`src/rtl/bcd_entry_encoder_pkg.sv`:
```
// Shared types and helpers for the BCD entry encoder and its display-path peers.
//   state_t  : entry FSM states
//   BCD_MAX  : largest legal BCD digit
//   acc_w()  : bits needed to hold any value of up to max_digits decimal digits
package bcd_entry_pkg;

    typedef enum logic [1:0] {
        S_EMPTY = 2'd0,
        S_ACCUM = 2'd1,
        S_ERR   = 2'd2
    } state_t;

    localparam logic [3:0] BCD_MAX = 4'd9;

    // Equivalent to clog2(10**max_digits), written as a bounded loop so it
    // folds cleanly as a constant function.
    function automatic int acc_w(input int max_digits);
        int p;
        int w;
        p = 1;
        w = 0;
        for (int i = 0; i < max_digits; i++) begin
            p = p * 10;
        end
        for (int i = 0; i < 31; i++) begin
            if ((1 << i) < p) begin
                w = i + 1;
            end
        end
        return w;
    endfunction

endpackage

```
`src/rtl/bcd_entry_encoder_if.sv`:
```
// Handshake/result bundle between the debounced digit front end (master)
// and the BCD entry encoder (slave).
//   digit/digit_valid : BCD digit strobe from the front end
//   commit/clear      : finish or abort the current entry
//   binary/bin_valid  : last committed value and its one-cycle update pulse
//   err/busy          : sticky error, entry-in-progress flag
//   digit_count       : digits accepted in the current entry
interface bcd_entry_encoder_if #(
    parameter int BIN_W = 4
);
    logic [3:0]       digit;
    logic             digit_valid;
    logic             commit;
    logic             clear;
    logic [BIN_W-1:0] binary;
    logic             bin_valid;
    logic             err;
    logic             busy;
    logic [1:0]       digit_count;

    modport master (
        output digit, digit_valid, commit, clear,
        input  binary, bin_valid, err, busy, digit_count
    );

    modport slave (
        input  digit, digit_valid, commit, clear,
        output binary, bin_valid, err, busy, digit_count
    );
endinterface

```
`src/rtl/bcd_entry_encoder_digit_check.sv`:
```
// Combinational BCD digit validator, also used by the display path.
//   digit_i  : 4-bit candidate digit
//   is_bcd_o : 1 when digit_i is 0..9
module bcd_digit_check
    import bcd_entry_pkg::*;
(
    input  logic [3:0] digit_i,
    output logic       is_bcd_o
);
    assign is_bcd_o = (digit_i <= BCD_MAX);
endmodule

```
`src/rtl/bcd_entry_encoder.sv`:
```
// Accumulates decimal digits (MSD first) and, on commit, emits the binary
// value. Non-BCD digits, too many digits or an over-range value lock the
// block into a sticky error state until clear or rst.
//   clk : system clock, rising edge
//   rst : synchronous active-high reset
//   bus : slave side of bcd_entry_encoder_if (digit/commit/clear in,
//         binary/bin_valid/err/busy/digit_count out)
module bcd_entry_encoder
    import bcd_entry_pkg::*;
#(
    parameter int BIN_W      = 4,
    parameter int MAX_DIGITS = 2,
    parameter int MAX_VAL    = 15
) (
    input  logic                 clk,
    input  logic                 rst,
    bcd_entry_encoder_if.slave   bus
);
    localparam int          ACC_W     = acc_w(MAX_DIGITS);
    localparam logic [31:0] MAX_VAL_U = 32'(MAX_VAL);
    localparam logic [1:0]  CNT_MAX   = 2'(MAX_DIGITS);

    state_t           state_q, state_d;
    logic [ACC_W-1:0] acc_q, acc_d;
    logic [1:0]       cnt_q, cnt_d;
    logic [BIN_W-1:0] bin_q, bin_d;
    logic             vld_q, vld_d;
    logic             err_q, err_d;
    logic             busy_q, busy_d;
    logic             is_bcd;

    // Only reached with fewer than MAX_DIGITS digits accumulated, so the
    // result always fits ACC_W bits.
    function automatic logic [ACC_W-1:0] mac10(input logic [ACC_W-1:0] acc,
                                               input logic [3:0]       dig);
        return acc * ACC_W'(10) + ACC_W'(dig);
    endfunction

    bcd_digit_check u_digit_check (
        .digit_i  (bus.digit),
        .is_bcd_o (is_bcd)
    );

    always_comb begin
        state_d = state_q;
        acc_d   = acc_q;
        cnt_d   = cnt_q;
        bin_d   = bin_q;
        vld_d   = 1'b0;

        if (bus.clear) begin
            state_d = S_EMPTY;
            acc_d   = '0;
            cnt_d   = '0;
        end else begin
            unique case (state_q)
                S_EMPTY: begin
                    // A commit with nothing entered is a no-op and also
                    // swallows a simultaneous digit.
                    if (!bus.commit && bus.digit_valid) begin
                        if (is_bcd) begin
                            acc_d   = ACC_W'(bus.digit);
                            cnt_d   = 2'd1;
                            state_d = S_ACCUM;
                        end else begin
                            state_d = S_ERR;
                        end
                    end
                end
                S_ACCUM: begin
                    if (bus.commit) begin
                        if (32'(acc_q) > MAX_VAL_U) begin
                            state_d = S_ERR;
                        end else begin
                            bin_d   = acc_q[BIN_W-1:0];
                            vld_d   = 1'b1;
                            acc_d   = '0;
                            cnt_d   = '0;
                            state_d = S_EMPTY;
                        end
                    end else if (bus.digit_valid) begin
                        if (!is_bcd || cnt_q == CNT_MAX) begin
                            state_d = S_ERR;
                        end else begin
                            acc_d = mac10(acc_q, bus.digit);
                            cnt_d = cnt_q + 2'd1;
                        end
                    end
                end
                S_ERR: begin
                    // Frozen until clear.
                end
                default: begin
                    state_d = S_EMPTY;
                end
            endcase
        end

        err_d  = (state_d == S_ERR);
        busy_d = (state_d == S_ACCUM);
    end

    always_ff @(posedge clk) begin
        if (rst) begin
            state_q <= S_EMPTY;
            acc_q   <= '0;
            cnt_q   <= '0;
            bin_q   <= '0;
            vld_q   <= 1'b0;
            err_q   <= 1'b0;
            busy_q  <= 1'b0;
        end else begin
            state_q <= state_d;
            acc_q   <= acc_d;
            cnt_q   <= cnt_d;
            bin_q   <= bin_d;
            vld_q   <= vld_d;
            err_q   <= err_d;
            busy_q  <= busy_d;
        end
    end

    assign bus.binary      = bin_q;
    assign bus.bin_valid   = vld_q;
    assign bus.err         = err_q;
    assign bus.busy        = busy_q;
    assign bus.digit_count = cnt_q;

endmodule

```
`src/flat_wrapper.sv`:
```
// flat-port wrapper written by rule: the top's interface ports become plain ports
module bcd_entry_encoder_flat import bcd_entry_pkg::*;
#(
    parameter int BIN_W      = 4,
    parameter int MAX_DIGITS = 2,
    parameter int MAX_VAL    = 15
)
  (clk, rst, bus_digit, bus_digit_valid, bus_commit, bus_clear, bus_binary, bus_bin_valid, bus_err, bus_busy, bus_digit_count);
  bcd_entry_encoder_if #(.BIN_W(BIN_W)) bus_i ();
  input  logic clk;
  input  logic rst;
  input wire logic [$bits(bus_i.digit)-1:0] bus_digit;
  input wire logic [$bits(bus_i.digit_valid)-1:0] bus_digit_valid;
  input wire logic [$bits(bus_i.commit)-1:0] bus_commit;
  input wire logic [$bits(bus_i.clear)-1:0] bus_clear;
  output wire logic [$bits(bus_i.binary)-1:0] bus_binary;
  output wire logic [$bits(bus_i.bin_valid)-1:0] bus_bin_valid;
  output wire logic [$bits(bus_i.err)-1:0] bus_err;
  output wire logic [$bits(bus_i.busy)-1:0] bus_busy;
  output wire logic [$bits(bus_i.digit_count)-1:0] bus_digit_count;
  assign bus_i.digit = bus_digit;
  assign bus_i.digit_valid = bus_digit_valid;
  assign bus_i.commit = bus_commit;
  assign bus_i.clear = bus_clear;
  assign bus_binary = bus_i.binary;
  assign bus_bin_valid = bus_i.bin_valid;
  assign bus_err = bus_i.err;
  assign bus_busy = bus_i.busy;
  assign bus_digit_count = bus_i.digit_count;
  bcd_entry_encoder #(.BIN_W(BIN_W), .MAX_DIGITS(MAX_DIGITS), .MAX_VAL(MAX_VAL)) u_core (.clk(clk), .rst(rst), .bus(bus_i));
endmodule
```
`config.mk`:
```
export PLATFORM = sky130hd
export DESIGN_NAME = bcd_entry_encoder_flat
export DESIGN_NICKNAME = d
export VERILOG_FILES = /design/src/rtl/bcd_entry_encoder_pkg.sv /design/src/rtl/bcd_entry_encoder_if.sv /design/src/rtl/bcd_entry_encoder_digit_check.sv /design/src/rtl/bcd_entry_encoder.sv /design/src/flat_wrapper.sv
export SDC_FILE = /design/constraint.sdc
export NUM_CORES = 1
export LEC_CHECK = 0
export CAP_MARGIN = 20
export CORE_ASPECT_RATIO = 1.2
export CORE_MARGIN = 5
export CORE_UTILIZATION = 52
export CTS_CLUSTER_SIZE = 20
export DETAILED_ROUTE_END_ITERATION = 10
export PLACE_DENSITY = 0.77
export SLEW_MARGIN = 20
export SYNTH_ARGS = -nofsm -noshare
export SYNTH_HDL_FRONTEND = slang
export SYNTH_SLANG_ARGS = --single-unit
```
`constraint.sdc`:
```
create_clock -name clk -period 2.5 [get_ports clk]
set_input_delay 0.75 -clock clk [delete_from_list [all_inputs] [get_ports clk]]
set_output_delay 0.75 -clock clk [all_outputs]
set_load 0.01 [all_outputs]
```
# Yosys cells after proc, flatten, opt, wreduce, memory -nomap -nowiden
# Cells that the tools add are included.
[op_classes]
n_eq_ne = 10
n_addsub = 2
muxes = 23
magnitude_cmp = 2
n_reduce_logical = 10
bitwise = 4
multipliers = 1
[ops]
columns = ["cell", "n"]
rows = [
  ["$mux 7", 6],
  ["$mux 2", 13],
  ["$pmux 7 s2", 1],
  ["$ne 3x3->1 const B", 3],
  ["$add 7x4->7", 1],
  ["$gt 7x4->1 const B", 1],
  ["$mul 7x3->6 const B", 1],
  ["$eq 2x2->1 const B", 3],
  ["$pmux 2 s3", 1],
  ["$reduce_and 6->1", 1],
  ["$eq 2x1->1 const B", 2],
  ["$le 4x4->1 const B", 1],
  ["$ne 2x1->1 const B", 2],
  ["$not 1->1", 4],
  ["$pmux 2 s2", 1],
  ["$reduce_and 4->1", 1],
  ["$reduce_or 4->1", 1],
  ["$add 2x1->2 const B", 1],
  ["$logic_not 1->1", 2],
  ["$logic_not 2->1", 1],
  ["$reduce_bool 2->1", 1],
  ["$reduce_or 2->1", 1],
  ["$logic_and 1x1->1", 1],
  ["$logic_or 1x1->1", 1],
  ["$mux 1", 1],
]
[totals]
output_inout_bits = 9
reg_bits = 18
word_cells = 59
in_bits = 9

# Longest topological paths before layout
[logic_depth]
ltp_word = 9
mapped_depth = 8
ltp_nobuf = 8

# By module
# From an unflattened synthesis, not the netlist that was laid out.
[unflattened]
cells_unflattened = 109
hier_area_um2 = 1029.7
[modules_own_cells]
columns = ["mod", "seq_area_each_um2", "cells_per_inst", "area_each_um2", "n_inst"]
rows = [
  ["bcd_entry_encoder", 360.3, 108, 1024.7, 1],
  ["bcd_digit_check", 0.0, 1, 5.0, 1],
]

# Least setup slack after synthesis
# Ideal clock, no wire load.
[synth_timing]
path_kind = "reg2reg"
start = "register u_core.acc_q[1]"
end = "register u_core.acc_q[6]"
stages_incl_launch_ff = 9
period_less_slack_ns = 2.073
required_time_ns = 2.383
setup_time_ns = 0.117
setup_slack_ns = 0.427
n_path_buf = 0
t_arrival_ns = 1.956
path_cell_list = "dfxtp_1 > ha_1 > ha_1 > inv_1 > fa_1 > nand3b_1 > o21ai_0 > xnor2_1 > a32o_1"
[synth_via]
elab_chain_len = 6
elab_cells_between_ends = 9
cone_classes = "add/sub (1); mul (1); order compare (1); eq/ne (1); mux (4); reduce/logical (1)"
[synth_rtl]
columns = ["element", "line", "rtl"]
rows = [
  ["start: declaration", "bcd_entry_encoder.sv:24", "logic [ACC_W-1:0] acc_q, acc_d;"],
  ["start signal: assignment", "bcd_entry_encoder.sv:106", "acc_q <= '0;"],
  ["start signal: assignment", "bcd_entry_encoder.sv:114", "acc_q <= acc_d;"],
  ["$mul 7x3->6", "bcd_entry_encoder.sv:36", "return acc * ACC_W'(10) + ACC_W'(dig);"],
  ["$add 7x4->7", "bcd_entry_encoder.sv:36", ""],
  ["$mux 7", "bcd_entry_encoder.sv:82", "if (!is_bcd || cnt_q == CNT_MAX) begin"],
  ["$mux 7", "bcd_entry_encoder.sv:81", "end else if (bus.digit_valid) begin"],
  ["$mux 7", "bcd_entry_encoder.sv:71", "if (bus.commit) begin"],
  ["$pmux 7 s2", "bcd_entry_encoder.sv:56", "unique case (state_q)"],
]
# Several ways; a longest one is shown, not always the timed one. The select of a mux whose other input is x is not followed.
# A chain may end at the register's enable or synchronous reset.

# Worst setup path in the final report
[layout_timing]
start = "register u_core.acc_q[3]"
end = "register u_core.acc_q[6]"
# The elaborated chain is that of the path after synthesis.

==> impl_results.md <==
* Synth top area share at 31.0%
* Gr usage total at 20.3%
* Flops & latches, synth at 18
* WL/cell at 15.4 um
* CP Class: flip-flop to flip-flop
* Mapped Area at 1160 um^2
* PostCTS Resize Cnt at 0
* Worst Reg-to-Reg Cells at 8
* Cell Chain, Critical Path: ha_1 -> ha_1 -> inv_1 -> fa_1 -> nand3b_1 -> o21ai_0 -> xnor2_1 -> a32o_1
* Top cells by count, synth: 18 x dfxtp_1, 11 x a21oi_1, 8 x ha_1, 8 x nand2_1
* Switch Pwr at 0.155 mW
* Main synth FF type: dfxtp_1
* Fillcell total at 178
* CTS root buf: clkbuf_4
* Fin crit period at 2.36 ns
* DP Wirelength at 2220 um
* Port Buf Inserts at 17
* Routed vias/inst at 5.76
* Crit Reg-Reg Startpoint: u_core.acc_q[3]
* Worst clock skew at 0.00931 ns
* Number of I/O pins at 18
* Pleak at 0.550 nW
* Hold Path Cell Cnt at 2
* Endpoints failing hold at 0
* Post-route ant nets at 0
* Hold buffer count at cts at 0
* RSZ-0062 raised after global routing: false
* Final Util at 69.9%
* Reg area at 360 um^2
* Site Rows at 18
* Relative max-transition margin at 72.7%
* HP Start: u_core.bus.digit_count[1]
* Initial antenna violation count at 0
* Register area share after synthesis at 31.0%
* Reg clk slew, reported paths at 0.12 ns
* Sw Share at 26.6%
* Worst Hold Class: flip-flop to flip-flop
* Met1 Use GR at 22.4%
* Total CTS buffers at 3
* Initial core utilization at 55.5%
* Syn avg cell area at 9.23 um^2
* Crit-path max cell delay at 0.46 ns
* CP endpoint kind: flip-flop
* ANT cells at 0
* Share of post-route cells with drive strength above 1 at 14.3%
* CTS tree: yes
* DRC Markers at 0
* Post-synthesis instance total at 126
* Post-synth net total at 145
* Final Max Slew Viols at 0
* Share of power burned in the clock network at 32.8%
* Leading area contributor after synthesis: dfxtp_1
* Largest net degree at the start of global routing at 11
* Synth warn at 0
* Design area at 1460 um^2
* DR vias at 1060
* Core ar. at 2090 um^2
* Max Fclk at 0.424 GHz
* Crit path max fanout at 4
* Int Pwr at 0.427 mW
* Status: complete, no violations
* Critical-path top delay cell: fa_1
* DRT Wirelength at 2830 um
* Initial DRT Pass Iterations at 4
* Synth cell types at 43
* Cell family with most CP delay: adder cells
* Area Growth Syn to Fin at 25.9%
* Worst setup SP type: flip-flop
* GR met2 Demand/Resource at 36.7%
* Ys async rst share at 0%
* Fraction of power consumed by combinational cells at 16.6%
* Max clock buf depth at 2
* DIE AREA at 3280 um^2
* Die Y at 61.8 um
* Reg2Reg Setup Slack at 0.14 ns
* Clock Sinks at 18
* # Post-CTS Setup Buffers at 0
* Final WS setup at 0.144 ns
* Worst EP arrival at 2.57 ns
* Die W at 53.2 um
* Worst hold slack at 0.484 ns
* GRT overflow at 0
* Worst Max-Slew Pin Slew at 0.409 ns
* Sequential share of power at 50.7%
* Worst path required time at 2.71 ns
* Worst-case vdd ir drop at 277 uV
* Vias in the first global route at 1128
* Final period utilization at 94.3%
* GPL Wtd Cong at 0.818
* Post-synth EDFFs at 0
* Cell Area, Placed at 1430 um^2
* DRT iter0 DRCs at 17
* Max_cap viols at 0
* R2R Path End: u_core.acc_q[6]
* Global routing's busiest layer: met2
* Clk Latency, worst-skew pair at 0.31 ns
* CP most frequent cell: ha_1
* Place WS at -0.0451 ns
* Footprint of the multi-input gates at 739 um^2
* Most numerous cell in the Yosys netlist: dfxtp_1
* Largest cells by area after synthesis: dfxtp_1 31%, ha_1 8.6%, a21oi_1 4.7%
* Setup violators final at 0
* Pwr Total at 0.582 mW
* Power density over the cells at 397 nW/um^2
* Global-route wire length before repair at 4820 um
* WP buf/inv at 1
* Met3 Usage GRT at 3.58%
* Min-Delay Endpoint: u_core.bus.digit_count[1]
* NumNets Final at 174
* Max H-tree Level at 1
per-layer routing:
metal / wire (um) / up-vias
met3: 131 / 6
met1: 1150 / 493
met4: 44 / 0
li1: - / 522
met5: 0 / -
met2: 1500 / 39
worst max path at each step:
stage / startpoint / end / depth (start not counted)
final: u_core.acc_q[3] / u_core.acc_q[6] / 8
after global routing: u_core.acc_q[1] / u_core.acc_q[6] / 8
after CTS: u_core.acc_q[3] / u_core.acc_q[6] / 8
after detailed placement: bus_digit[1] / u_core.acc_q[5] / 7
after global placement: bus_digit[1] / u_core.acc_q[3] / 7
after floorplan: u_core.acc_q[1] / u_core.acc_q[6] / 8
layout by cell type (no fill, tap or decap), types with 2 or more instances in the layout:
cell type	count
or4b_1	2
nor2_1	6
ha_1	8
inv_1	6
buf_4	13
a211oi_1	2
nor3_1	4
a31o_1	2
nand4_1	2
nor4_1	4
nor2b_1	2
a21oi_1	11
mux2i_1	5
xor2_1	2
xnor2_1	5
nand2b_1	2
o21a_1	3
o31ai_1	2
or3_1	2
nand2_1	8
o21ai_0	3
fa_1	2
nand3b_1	2
clkdlybuf4s50_1	17
clkbuf_4	3
o211ai_1	2
dfxtp_1	18
sequential cells by signal, summed over array words and instances (netlist names):
name                    cells
u_core.acc_q                7
u_core.bus.digit_count      2
u_core.bus.binary           4
u_core.state_q              2
u_core.bus.bin_valid        1
u_core.bus.busy             1
u_core.bus.err              1
metrics by stage:
step / instances / TNS, ns
after global routing: 184 / 0
final: 184 / 0
after CTS: 184 / 0
after global placement: 180 / -0.0422
after floorplan: 126 / 0
after detailed placement: 180 / -0.0878
cell families after synthesis:
logic type / after synthesis / synth area share (%)
fa+ha+maj: 10 / 12.1
mux: 5 / 4.31
xor+xnor: 7 / 5.27
compound gates: 31 / 19.4
simple gates: 43 / 22.6
flops: 18 / 31.0
buf+inv: 12 / 5.38
worst reg2reg max path, stage by stage (launching register included):
cell and delay [ns]:
dfxtp_1 0.45, ha_1 0.29, ha_1 0.21, inv_1 0.08
fa_1 0.46, nand3b_1 0.17, o21ai_0 0.22, xnor2_1 0.11
a32o_1 0.27
power groups by stage:
| stage | Combinational [mW] | Clock [mW] | Sequential [mW] |
|---|---|---|---|
| 3_5_place_dp | 0.0947 | 0 | 0.301 |
| 3_3_place_gp | 0.0920 | 0 | 0.301 |
| 4_1_cts | 0.0955 | 0.194 | 0.295 |
| 6_report | 0.0965 | 0.191 | 0.295 |
| 5_1_grt | 0.105 | 0.209 | 0.295 |
| 2_1_floorplan | 0.0545 | 0 | 0.300 |
layout make-up:
class,count,share of cell area (%)
repair buffers,30,18.3
multi-input cells,96,50.5
clock buffers,4,2.48
inverters,6,1.54
well taps,30,2.56
flip-flops and latches,18,24.6
(Power assumes the default switching activity.)
